File: src/rtl/fp32_min_pool_if.sv
// Valid/ready stream bundle for fp32_min_pool: element input side and result output side.
interface fp32_min_pool_if #(
  parameter int unsigned IDX_W = 2
);
  logic             in_valid;
  logic             in_ready;
  logic [31:0]      in_data;
  logic             out_valid;
  logic             out_ready;
  logic [31:0]      out_data;
  logic [IDX_W-1:0] out_index;

  modport master (
    output in_valid, in_data, out_ready,
    input  in_ready, out_valid, out_data, out_index
  );

  modport slave (
    input  in_valid, in_data, out_ready,
    output in_ready, out_valid, out_data, out_index
  );
endinterface

File: src/rtl/fp32_min_pool.sv
// Streaming FP32 min-reduction with argmin over fixed windows of WINDOW elements.
// Optional macro FP_MIN_NAN_PROPAGATE_EN: any NaN makes the window return canonical qNaN.
module fp32_min_pool #(
  parameter int unsigned WINDOW = 4,
  parameter int unsigned IDX_W  = $clog2(WINDOW)
) (
  input  logic           clk,
  input  logic           rst,
  fp32_min_pool_if.slave bus
);

  localparam int unsigned DATA_W = 32;
  localparam logic [IDX_W-1:0] LAST_CNT = IDX_W'(WINDOW - 1);

  typedef enum logic [0:0] {ACCUM, HOLD} state_e;

  state_e              state_q, state_d;
  logic [IDX_W-1:0]    count_q, count_d;
  logic [DATA_W-1:0]   best_q, best_d;
  logic [IDX_W-1:0]    best_idx_q, best_idx_d;
  logic                in_ready_q, in_ready_d;
  logic                out_valid_q, out_valid_d;
  logic [DATA_W-1:0]   out_data_q, out_data_d;
  logic [IDX_W-1:0]    out_index_q, out_index_d;

  logic                in_xfer;
  logic [DATA_W-1:0]   win_data;
  logic [IDX_W-1:0]    win_idx;

`ifdef FP_MIN_NAN_PROPAGATE_EN
  localparam logic [DATA_W-1:0] QNAN = 32'h7FC0_0000;
  logic nan_q, nan_d, win_nan;

  function automatic logic is_nan(input logic [DATA_W-1:0] x);
    return (x[30:23] == 8'hFF) && (x[22:0] != 23'h0);
  endfunction
`endif

  // Total-order key: negatives bit-inverted, positives sign-flipped, so -0.0 < +0.0.
  function automatic logic [DATA_W-1:0] order_key(input logic [DATA_W-1:0] x);
    return x[31] ? ~x : (x ^ 32'h8000_0000);
  endfunction

  assign in_xfer = bus.in_valid && in_ready_q;

  // Winner of the running window including the current element (strict less, earliest wins).
  always_comb begin
    win_data = best_q;
    win_idx  = best_idx_q;
`ifdef FP_MIN_NAN_PROPAGATE_EN
    win_nan  = nan_q;
    if (count_q == '0) begin
      win_data = bus.in_data;
      win_idx  = '0;
      win_nan  = is_nan(bus.in_data);
    end else if (!nan_q && is_nan(bus.in_data)) begin
      win_data = bus.in_data;
      win_idx  = count_q;
      win_nan  = 1'b1;
    end else if (!nan_q && (order_key(bus.in_data) < order_key(best_q))) begin
      win_data = bus.in_data;
      win_idx  = count_q;
    end
`else
    if (count_q == '0) begin
      win_data = bus.in_data;
      win_idx  = '0;
    end else if (order_key(bus.in_data) < order_key(best_q)) begin
      win_data = bus.in_data;
      win_idx  = count_q;
    end
`endif
  end

  always_comb begin
    state_d     = state_q;
    count_d     = count_q;
    best_d      = best_q;
    best_idx_d  = best_idx_q;
    in_ready_d  = in_ready_q;
    out_valid_d = out_valid_q;
    out_data_d  = out_data_q;
    out_index_d = out_index_q;
`ifdef FP_MIN_NAN_PROPAGATE_EN
    nan_d       = nan_q;
`endif
    unique case (state_q)
      ACCUM: begin
        in_ready_d = 1'b1;
        if (in_xfer) begin
          best_d     = win_data;
          best_idx_d = win_idx;
`ifdef FP_MIN_NAN_PROPAGATE_EN
          nan_d      = win_nan;
`endif
          count_d    = count_q + IDX_W'(1);
          if (count_q == LAST_CNT) begin
            state_d     = HOLD;
            count_d     = '0;
            in_ready_d  = 1'b0;
            out_valid_d = 1'b1;
            out_index_d = win_idx;
`ifdef FP_MIN_NAN_PROPAGATE_EN
            out_data_d  = win_nan ? QNAN : win_data;
`else
            out_data_d  = win_data;
`endif
          end
        end
      end
      HOLD: begin
        in_ready_d  = 1'b0;
        out_valid_d = 1'b1;
        if (bus.out_ready) begin
          state_d     = ACCUM;
          out_valid_d = 1'b0;
          in_ready_d  = 1'b1;
        end
      end
      default: state_d = ACCUM;
    endcase
  end

  always_ff @(posedge clk) begin
    if (rst) begin
      state_q     <= ACCUM;
      count_q     <= '0;
      best_q      <= '0;
      best_idx_q  <= '0;
      in_ready_q  <= 1'b0;
      out_valid_q <= 1'b0;
      out_data_q  <= '0;
      out_index_q <= '0;
`ifdef FP_MIN_NAN_PROPAGATE_EN
      nan_q       <= 1'b0;
`endif
    end else begin
      state_q     <= state_d;
      count_q     <= count_d;
      best_q      <= best_d;
      best_idx_q  <= best_idx_d;
      in_ready_q  <= in_ready_d;
      out_valid_q <= out_valid_d;
      out_data_q  <= out_data_d;
      out_index_q <= out_index_d;
`ifdef FP_MIN_NAN_PROPAGATE_EN
      nan_q       <= nan_d;
`endif
    end
  end

  assign bus.in_ready  = in_ready_q;
  assign bus.out_valid = out_valid_q;
  assign bus.out_data  = out_data_q;
  assign bus.out_index = out_index_q;

endmodule

File: src/flat_wrapper.sv
// flat-port wrapper written by rule: the top's interface ports become plain ports
module fp32_min_pool_flat 
#(
  parameter int unsigned WINDOW = 4,
  parameter int unsigned IDX_W  = $clog2(WINDOW)
)
  (clk, rst, bus_in_valid, bus_in_data, bus_out_ready, bus_in_ready, bus_out_valid, bus_out_data, bus_out_index);
  fp32_min_pool_if #(.IDX_W(IDX_W)) bus_i ();
  input  logic clk;
  input  logic rst;
  input wire logic [$bits(bus_i.in_valid)-1:0] bus_in_valid;
  input wire logic [$bits(bus_i.in_data)-1:0] bus_in_data;
  input wire logic [$bits(bus_i.out_ready)-1:0] bus_out_ready;
  output wire logic [$bits(bus_i.in_ready)-1:0] bus_in_ready;
  output wire logic [$bits(bus_i.out_valid)-1:0] bus_out_valid;
  output wire logic [$bits(bus_i.out_data)-1:0] bus_out_data;
  output wire logic [$bits(bus_i.out_index)-1:0] bus_out_index;
  assign bus_i.in_valid = bus_in_valid;
  assign bus_i.in_data = bus_in_data;
  assign bus_i.out_ready = bus_out_ready;
  assign bus_in_ready = bus_i.in_ready;
  assign bus_out_valid = bus_i.out_valid;
  assign bus_out_data = bus_i.out_data;
  assign bus_out_index = bus_i.out_index;
  fp32_min_pool #(.WINDOW(WINDOW), .IDX_W(IDX_W)) u_core (.clk(clk), .rst(rst), .bus(bus_i));
endmodule
File: config.mk
export PLATFORM = sky130hd
export DESIGN_NAME = fp32_min_pool_flat
export DESIGN_NICKNAME = d
export VERILOG_FILES = /design/src/rtl/fp32_min_pool_if.sv /design/src/rtl/fp32_min_pool.sv /design/src/flat_wrapper.sv
export SDC_FILE = /design/constraint.sdc
export NUM_CORES = 1
export LEC_CHECK = 0
export CAP_MARGIN = 10
export CORE_MARGIN = 10
export CORE_UTILIZATION = 55
export DETAILED_ROUTE_END_ITERATION = 16
export MAX_ROUTING_LAYER = met4
export PLACE_DENSITY = 0.79
export SETUP_SLACK_MARGIN = 0.2
export SLEW_MARGIN = 25
export SYNTH_ARGS = -nofsm -noshare
export SYNTH_HDL_FRONTEND = slang
export SYNTH_SLANG_ARGS = --single-unit
File: constraint.sdc
create_clock -name clk -period 4.1 [get_ports clk]
set_input_delay 0.82 -clock clk [delete_from_list [all_inputs] [get_ports clk]]
set_output_delay 0.82 -clock clk [all_outputs]
set_load 0.005 [all_outputs]
==> results of run 1 <==
[registers in the layout (all words and copies together), names as in the netlist]
register and flops:
u_core.best_q 32, u_core.bus.out_data 32, u_core.best_idx_q 2, u_core.bus.out_index 2, u_core.count_q 2, u_core.bus.in_ready 1, u_core.bus.out_valid 1, u_core.state_q 1
[critical path, delay by kind of cell]
kind / cells / cell delay, ps
AO/OA/AOI/OAI: 5 / 1080
AND/OR/NAND/NOR: 1 / 750
XOR/XNOR: 1 / 180
buffers and inverters: 2 / 750
adder cells (fa/ha/maj): 1 / 270
[metal layers]
layer | vias up | global-route usage [%] | part of all wire (%)
met1 | 1758 | 20.85 | 46
met3 | 20 | 2.556 | 2.9
met2 | 78 | 28.93 | 50
met5 | - | - | 0
met4 | 0 | 6.514 | 1.8
li1 | 1836 | - | -
[layout make-up]
| type | instances | share of cell area (%) |
|---|---|---|
| timing repair buffer | 83 | 14.70 |
| inverter | 66 | 4.305 |
| multi-input combinational | 344 | 48.92 |
| clock inverter | 6 | 1.979 |
| clock buffer | 10 | 2.392 |
| tap | 105 | 2.283 |
| sequential | 73 | 25.42 |
[cells by family (layout without fill, tap and decap cells)]
logic type / after synthesis / in the layout / share of synthesized area, %
buffers and inverters: 96 / 165 / 9.283
AO/OA/AOI/OAI: 68 / 68 / 15.04
multiplexers: 33 / 33 / 7.042
XOR/XNOR: 63 / 63 / 11.76
adder cells (fa/ha/maj): 33 / 33 / 8.802
AND/OR/NAND/NOR: 147 / 147 / 16.91
flip-flops: 73 / 73 / 31.15
[stage by stage]
step                cell area, um^2  cells  power [mW]  util [%]
detailed placement             5503    671       1.142     66.64
floorplan                      4691    513       1.024         -
CTS                            5754    687       1.852     69.68
global route                   5754    687       1.929     69.68
global placement               5503    671       1.125     66.64
finish                         5754    687       1.840     69.68
[where the power goes]
| group | total, mW | switching, mW | internal, mW | leakage (nW) |
|---|---|---|---|---|
| Sequential | 0.752 | 0.0219 | 0.730 | 0.593 |
| Combinational | 0.379 | 0.198 | 0.180 | 1.44 |
| Clock | 0.709 | 0.286 | 0.423 | 0.119 |
[cell usage in the layout, fill, tap and decap left out, types with 2 or more instances in the layout]
master	count
o21ai_1	2
nor2_1	6
or2_2	2
dfxtp_1	72
buf_12	4
nor3_1	4
bufinv_16	3
clkbuf_8	10
ha_1	33
a221oi_1	2
and2_1	2
mux2i_1	33
nand4_1	5
clkinvlp_4	2
a211oi_1	2
and4_1	3
buf_4	8
nand2b_1	67
nand3_1	3
xnor2_1	32
nand2_1	48
a21oi_1	15
inv_1	66
o211ai_1	6
xor2_1	31
o221ai_1	3
clkdlybuf4s50_1	70
o2bb2ai_1	2
o221ai_2	30
[worst paths after layout]
path,from,endpoint,cells after the start
worst max-delay path,bus_in_data[27],u_core.bus.out_data[19],10
worst min-delay path,u_core.bus.out_data[28],u_core.bus.out_data[28],2
worst max register to register,u_core.best_q[31],u_core.bus.out_data[19],10
worst min register to register,u_core.bus.out_data[28],u_core.bus.out_data[28],2
==> impl_metrics.tcl, run 1 <==
set metrics [dict create \
    dp_hpwl_um 7818 \
    ff2ff_setup_slack_ps 690 \
    hold_ws_ps 471.5 \
    cts_hold_buf 0 \
    cts_buffer_depth 2 \
    synth-edff-count 0 \
    fillers 646 \
    critPathMaxFanout 25 \
    viasPerCell 5.374 \
    leakagePower_nw 2.154 \
    hp-class "reg -> reg" \
    cts_root_buf "clkbuf_8" \
    synth_top_area_share_pct 31.15 \
    placement.io_buffers 71 \
    setup_tns_ps 0 \
    min_period_over_period_pct 88.35 \
    end_kind "flop" \
    crit_chain "clkdlybuf4s50_1 > xor2_1 > ha_1 > a21oi_1 > o21ai_1 > a221oi_1 > a21oi_1 > or4b_2 > buf_12 > o221ai_2" \
    rsz0062_at_grt "false" \
    max-slew-margin-rel_pct 39.93 \
    fin_worst_skew_ps 17.81 \
    critPathRequiredTime_ps 4360 \
    ys_seq_area_share_pct 31.15 \
    syn_nets 582 \
    place_ws_ps 191.5 \
    avgSynthCellArea_um2 9.144 \
    drive_gt1_share_pct 11.68 \
    chipWidth_um 112.4 \
    hold_violations 0 \
    grt_pass1_wl_um 18170 \
    io_pins 72 \
    grt_max_degree 41 \
    cts_made_buffers 9 \
    postRouteAntennaNets 0 \
    htreeDepth 3 \
    worstPathArrival_ps 3890 \
    power_density_mw_per_mm2 319.7 \
    drv_cap 0 \
    die_h_um 112.4 \
    post-cts-setup-buffers 0 \
    cpMostUsedCell "a21oi_1" \
    ys_ff_latch 73 \
    tritoncts "built" \
    syn_area_mm2 0.004691 \
    status "finished, final reports clean" \
    grt_use_total_pct 17.41 \
    max_freq_mhz 276.0 \
    slowest_delay_ps 750 \
    die-area_mm2 0.01262 \
    critical_path_class "in -> reg" \
    gp_congestion 0.8045 \
    synth_cell_types 39 \
    synth_ff_type "dfxtp_1" \
    multiInputGateArea_mm2 0.002815 \
    insertion_delay_ps 360 \
    core_mm2 0.008258 \
    synth_area_leaders "dfxtp_1 (31%), o221ai_2 (9.6%), nand2b_1 (8.9%)" \
    clock_sinks 73 \
    seq_area_mm2 0.001463 \
    worstMarginPinSlew_ps 901.1 \
    vias 3692 \
    synthArstFlopShare_pct 0 \
    slowest_stage "or4b_2" \
    dr.pass1.iters 4 \
    yosysWarnings 0 \
    path_clk_slew_ps 80 \
    critPathLaunchType "input port" \
    drv_slew 0 \
    max-vdd-ir-drop_uv 193.8 \
    cts_resized 0 \
    syn_inst 513 \
    wl_um 10730 \
    antenna_found_initial 0 \
    synth_common_cells "dfxtp_1 (73), nand2b_1 (67), inv_1 (66)" \
    grt_pass1_vias 3830 \
    synth.most_common_cell "dfxtp_1" \
    finalCriticalPeriod_ps 3623 \
    layout-area-overhead-vs-synth_pct 22.67 \
    setup_viol 0 \
    layout_setup_ws_ps 477.5 \
    rows 33 \
    final_nets 646 \
    wl_per_cell_um 15.62 \
    initial_utilization_pct 56.80 \
    grt_overflow_total 0 \
    drc_errors 0 \
    synth_top_area_cell "dfxtp_1" \
    diodes 0 \
    initialDrtViolationCount 135 \
]
Power figures use the tool's default switching activity.
==> inputs of run 2 (changes only) <==
Settings changed: CORE_UTILIZATION 55 to 58, PLACE_DENSITY 0.79 to 0.83.
Clock period 4.1 ns to 4.5 ns, I/O delays scaled along.
==> run 2 against run 1 <==
Clock skew down 7.8 ps. Power down 2.6%. Largest cell class unchanged. Critical path type unchanged. Die area down 4.3%. Sequential share of layout area about the same. Clock-buffer cell count up 1.
==> impl_metrics.tcl, run 2 (synthesis gave the netlist of run 1 again) <==
set metrics [dict create \
    placement.io_buffers 71 \
    cts_made_buffers 9 \
    grt_max_degree 59 \
    cts_resized 0 \
    vias 3734 \
    layout_setup_ws_ps 660.0 \
    gp_congestion 0.8254 \
    initialDrtViolationCount 187 \
    dp_hpwl_um 8006 \
    max-vdd-ir-drop_uv 185.4 \
    rsz0062_at_grt "false" \
    critical_path_class "in -> reg" \
    layout-area-overhead-vs-synth_pct 22.75 \
    slowest_stage "or4b_2" \
    die_h_um 109.9 \
    drv_cap 0 \
    rows 32 \
    final_nets 645 \
    hold_violations 0 \
    dpl_cell_area_mm2 0.005466 \
    wl_per_cell_um 16.60 \
    initial_utilization_pct 60.08 \
    critPathMaxFanout 24 \
    end_kind "flop" \
    postRouteAntennaNets 0 \
    drv_slew 0 \
    htreeDepth 3 \
    leakagePower_nw 2.163 \
    antenna_found_initial 0 \
    hp-class "reg -> reg" \
    viasPerCell 5.467 \
    numPlacedInstances 667 \
    die-area_mm2 0.01208 \
    setup_viol 0 \
    mostFrequentLayoutCells "dfxtp_1 (72), clkdlybuf4s50_1 (70), nand2b_1 (67), inv_1 (66), nand2_1 (48)" \
    worstPathArrival_ps 4120 \
    crit_chain "clkdlybuf4s50_1 > xor2_1 > ha_1 > a21oi_1 > o21ai_1 > a221oi_1 > a21oi_1 > or4b_2 > buf_4 > o221ai_1" \
    worstMarginPinSlew_ps 738.2 \
    chipWidth_um 109.9 \
    grt_pass1_vias 4041 \
    diodes 0 \
    max_freq_mhz 260.4 \
    min_period_over_period_pct 85.33 \
    grt_use_total_pct 20.01 \
    finalCriticalPeriod_ps 3840 \
    drc_errors 0 \
    slowest_delay_ps 720 \
    post-cts-setup-buffers 0 \
    place_ws_ps 352.4 \
    grt_pass1_wl_um 18940 \
    status "finished, final reports clean" \
    tritoncts "built" \
    dr.pass1.iters 4 \
    fin_worst_skew_ps 9.995 \
    drive_gt1_share_pct 11.36 \
    finalNonFillerCells 683 \
    path_clk_slew_ps 80 \
    cts_root_buf "clkbuf_8" \
    io_pins 72 \
    grt_overflow_total 0 \
    critPathRequiredTime_ps 4780 \
    wl_um 11340 \
    power_density_mw_per_mm2 311.1 \
    crit_family "compound AO/OA/AOI/OAI gates" \
    cts_hold_buf 0 \
    max-slew-margin-rel_pct 50.79 \
    crit_buf_inv 2 \
    setup_tns_ps 0 \
    stdcell_area_mm2 0.005758 \
    cts_buffer_depth 2 \
    core_mm2 0.007807 \
    final_common_cell "dfxtp_1" \
    critPathLaunchType "input port" \
    clock_sinks 73 \
    cpMostUsedCell "a21oi_1" \
    insertion_delay_ps 360 \
]
[run 2: cell types whose count changed in the layout (fill, tap and decap cells not counted)]
| cell | previous run | this run |
|---|---|---|
| buf_12 | 4 | 2 |
| bufinv_16 | 3 | 5 |
| clkinvlp_4 | 2 | 0 |
| buf_4 | 8 | 9 |
| clkbuf_1 | 0 | 1 |
| inv_6 | 1 | 0 |
[run 2: power by group]
part / internal, mW / switching, mW
Combinational: 0.164 / 0.185
Sequential: 0.665 / 0.0232
Clock: 0.496 / 0.258
Total: 1.33 / 0.467
[run 2: through the flow]
stage / utilization, % / hold slack, ps / power, mW
final: 73.75 / 472.6 / 1.792
after global routing: 73.75 / 502.4 / 1.860
after CTS: 73.75 / 474.3 / 1.793
after detailed placement: 70.02 / 450.8 / 1.039
after global placement: 70.02 / 448.2 / 1.022
after floorplan: - / 455.9 / 0.9327
[run 2: cell type report]
type	count	area, um^2
timing repair buffer	82	813.3
fill	580	2049
sequential	73	1463
tap	102	127.6
clock inverter	5	150.1
inverter	66	247.7
multi-input combinational	344	2815
clock buffer	11	141.4
[run 2: per-layer routing]
layer | GRT usage (%) | vias up | share of wire, %
li1 | - | 1834 | -
met1 | 22.39 | 1796 | 43
met2 | 35.44 | 84 | 52
met3 | 2.575 | 20 | 3.8
met4 | 7.435 | 0 | 1.9
met5 | - | - | 0
[run 2: path summary, 6_finish.rpt]
| kind | start | end | slack (ps) | cells after the start |
|---|---|---|---|---|
| worst min-delay path | u_core.bus.out_data[2] | u_core.bus.out_data[2] | 470 | 2 |
| worst max register to register | u_core.best_q[31] | u_core.bus.out_data[28] | 780 | 10 |
| worst min register to register | u_core.bus.out_data[2] | u_core.bus.out_data[2] | 470 | 2 |
| worst max-delay path | bus_in_data[27] | u_core.bus.out_data[28] | 660 | 10 |
[run 2: worst reg2reg max path, delay by kind of cell (launching register included)]
| kind | cells | cell delay, ps |
|---|---|---|
| AO/OA/AOI/OAI | 5 | 1190 |
| XOR/XNOR | 1 | 140 |
| adder cells (fa/ha/maj) | 1 | 280 |
| buffers and inverters | 2 | 600 |
| flip-flops | 1 | 720 |
| AND/OR/NAND/NOR | 1 | 720 |
==> inputs of run 3 (changes only) <==
Settings changed: DONT_BUFFER_PORTS from default to 1, PLACE_DENSITY 0.83 to 0.72.
==> run 3 against run 2 <==
Combinational power fell by 21%. Non-clock buffer count fell by 74. Routed wire length fell by 14%. Critical path type is now reg -> reg. First-iteration DRC count fell by 57%. Largest cell class unchanged. Clock power fell by 33%.
==> impl_metrics.tcl, run 3 (synthesis gave the netlist of run 1 again) <==
set metrics [dict create \
    max_freq_mhz 296.7 \
    critPathRequiredTime_ps 4760 \
    mostFrequentLayoutCells "dfxtp_1 (72), nand2b_1 (67), inv_1 (66), nand2_1 (48)" \
    wl_per_cell_um 15.95 \
    cts_resized 0 \
    power_density_mw_per_mm2 297.2 \
    power_mw 1.469 \
    numPlacedInstances 592 \
    leakagePower_nw 1.849 \
    worstMarginPinSlew_ps 703.8 \
    fillers 691 \
    path_clk_slew_ps 70 \
    grt_use_total_pct 17.14 \
    vias 3325 \
    crit_chain "buf_4 > xnor2_1 > ha_1 > a21oi_1 > o21ai_1 > a221oi_1 > a21oi_1 > or4b_2 > buf_4 > o221ai_2" \
    grt_pass1_wl_um 16210 \
    hp-class "reg -> reg" \
    critical_path_class "reg -> reg" \
    insertion_delay_ps 340 \
    tritoncts "built" \
    wl_um 9714 \
    fin_worst_skew_ps 11.07 \
    drv_cap 0 \
    final_common_cell "dfxtp_1" \
    drc_errors 0 \
    layout-area-overhead-vs-synth_pct 5.361 \
    regToRegStartpoint "u_core.best_q[31]" \
    grt_overflow_total 0 \
    max-vdd-ir-drop_uv 152.9 \
    pwr-share-clk_pct 34.4 \
    die-area_mm2 0.01208 \
    r2r_cells 10 \
    initial_utilization_pct 60.08 \
    p_sw_uw 398.7 \
    setup_tns_ps 0 \
    dpl_cell_area_mm2 0.004726 \
    stdcell_area_mm2 0.004942 \
    end_kind "flop" \
    rsz0062_at_grt "false" \
    status "finished, final reports clean" \
    swShare_pct 27.15 \
    dp_hpwl_um 7000 \
    io_pins 72 \
    slowest_stage "or4b_2" \
    grt_max_degree 74 \
    crit_family "compound AO/OA/AOI/OAI gates" \
    grt_pass1_vias 3376 \
    die_h_um 109.9 \
    post-cts-setup-buffers 0 \
    seq_area_mm2 0.001463 \
    critPathMaxFanout 18 \
    core_mm2 0.007807 \
    diodes 0 \
    min_from "u_core.best_idx_q[1]" \
    finalCriticalPeriod_ps 3371 \
    gp_congestion 0.7972 \
    cts_made_buffers 9 \
    finalNonFillerCells 609 \
    htreeDepth 3 \
    worst_hold_path.endpoint "u_core.best_idx_q[1]" \
    antenna_found_initial 0 \
    min_path_cells 2 \
    initialDrtViolationCount 81 \
    p_comb_share_pct 18.9 \
    intPower_mw 1.070 \
    cts_buffer_depth 2 \
    viasPerCell 5.460 \
    clock_sinks 73 \
    min_period_over_period_pct 74.91 \
    hold_violations 0 \
    drive_gt1_share_pct 11.83 \
    cts_hold_buf 0 \
    rows 32 \
    final_nets 571 \
    cts_root_buf "clkbuf_8" \
    critPathLaunchType "flop" \
    max-slew-margin-rel_pct 52.72 \
    dr.pass1.iters 4 \
    crit_buf_inv 2 \
    multiInputGateArea_mm2 0.002823 \
    setup_viol 0 \
    placement.io_buffers 0 \
    rr_endpoint "u_core.bus.out_data[15]" \
    slowest_delay_ps 700 \
    power_frac_seq_pct 46.7 \
    drv_slew 0 \
    worstPathArrival_ps 3630 \
    chipWidth_um 109.9 \
    ff2ff_setup_slack_ps 1130 \
    postRouteAntennaNets 0 \
]
-- run 3: cell types whose count changed in the layout (fill, tap and decap cells not counted) --
cell             change
buf_16               +1
a21oi_4              +1
a21oi_2              -1
buf_12               -1
clkdlybuf4s50_1     -70
bufinv_16            -4
buf_2                -1
clkinv_2             +2
buf_4                -3
clkbuf_1             +2
-- run 3: metal layers --
layer	share of wire [%]	vias to the layer above	global-route usage (%)	wire length (um)
li1	-	1687	-	-
met1	43	1566	19.14	4170
met2	50	61	28.83	4812
met3	6.2	11	4.389	607
met4	1.3	0	6.320	123
met5	0	-	-	0
-- run 3: layout make-up --
cell class,instances,area share (%)
sequential,73,29.59
inverter,66,5.013
multi-input combinational,344,57.11
tap,102,2.582
clock inverter,3,0.8101
clock buffer,13,3.013
timing repair buffer,8,1.873
-- run 3: stage by stage --
stage	setup slack [ps]	utilization, %	hold WS [ps]
2_1_floorplan	884.5	-	455.9
3_3_place_gp	1102	60.53	470.3
3_5_place_dp	1055	60.53	481.5
4_1_cts	1091	62.95	493.7
5_1_grt	900.4	63.30	517.7
6_report	1129	63.30	499.5
-- run 3: tightest hold or removal path: stages (launching register included) --
cell and delay, ps:
dfxtp_1 320, nand2b_1 70, o2bb2ai_1 60
-- run 3: power by group through the flow --
| stage | registers (mW) | logic, mW | clock network, mW |
|---|---|---|---|
| floorplan | 0.694 | 0.239 | 0 |
| global placement | 0.701 | 0.261 | 0 |
| detailed placement | 0.701 | 0.271 | 0 |
| CTS | 0.686 | 0.276 | 0.522 |
| global route | 0.689 | 0.316 | 0.544 |
| finish | 0.686 | 0.277 | 0.506 |
-- run 3: how the worst max path moves through the flow --
stage	endpoint	start	slack [ps]	cells past startpoint
after floorplan	u_core.bus.out_data[0]	bus_in_data[31]	880	12
after global placement	u_core.bus.out_data[23]	bus_in_data[31]	1100	9
after detailed placement	u_core.bus.out_data[15]	bus_in_data[31]	1050	9
after CTS	u_core.bus.out_data[15]	u_core.best_q[31]	1090	10
after global routing	u_core.bus.out_data[19]	u_core.best_q[31]	900	10
final	u_core.bus.out_data[15]	u_core.best_q[31]	1130	10
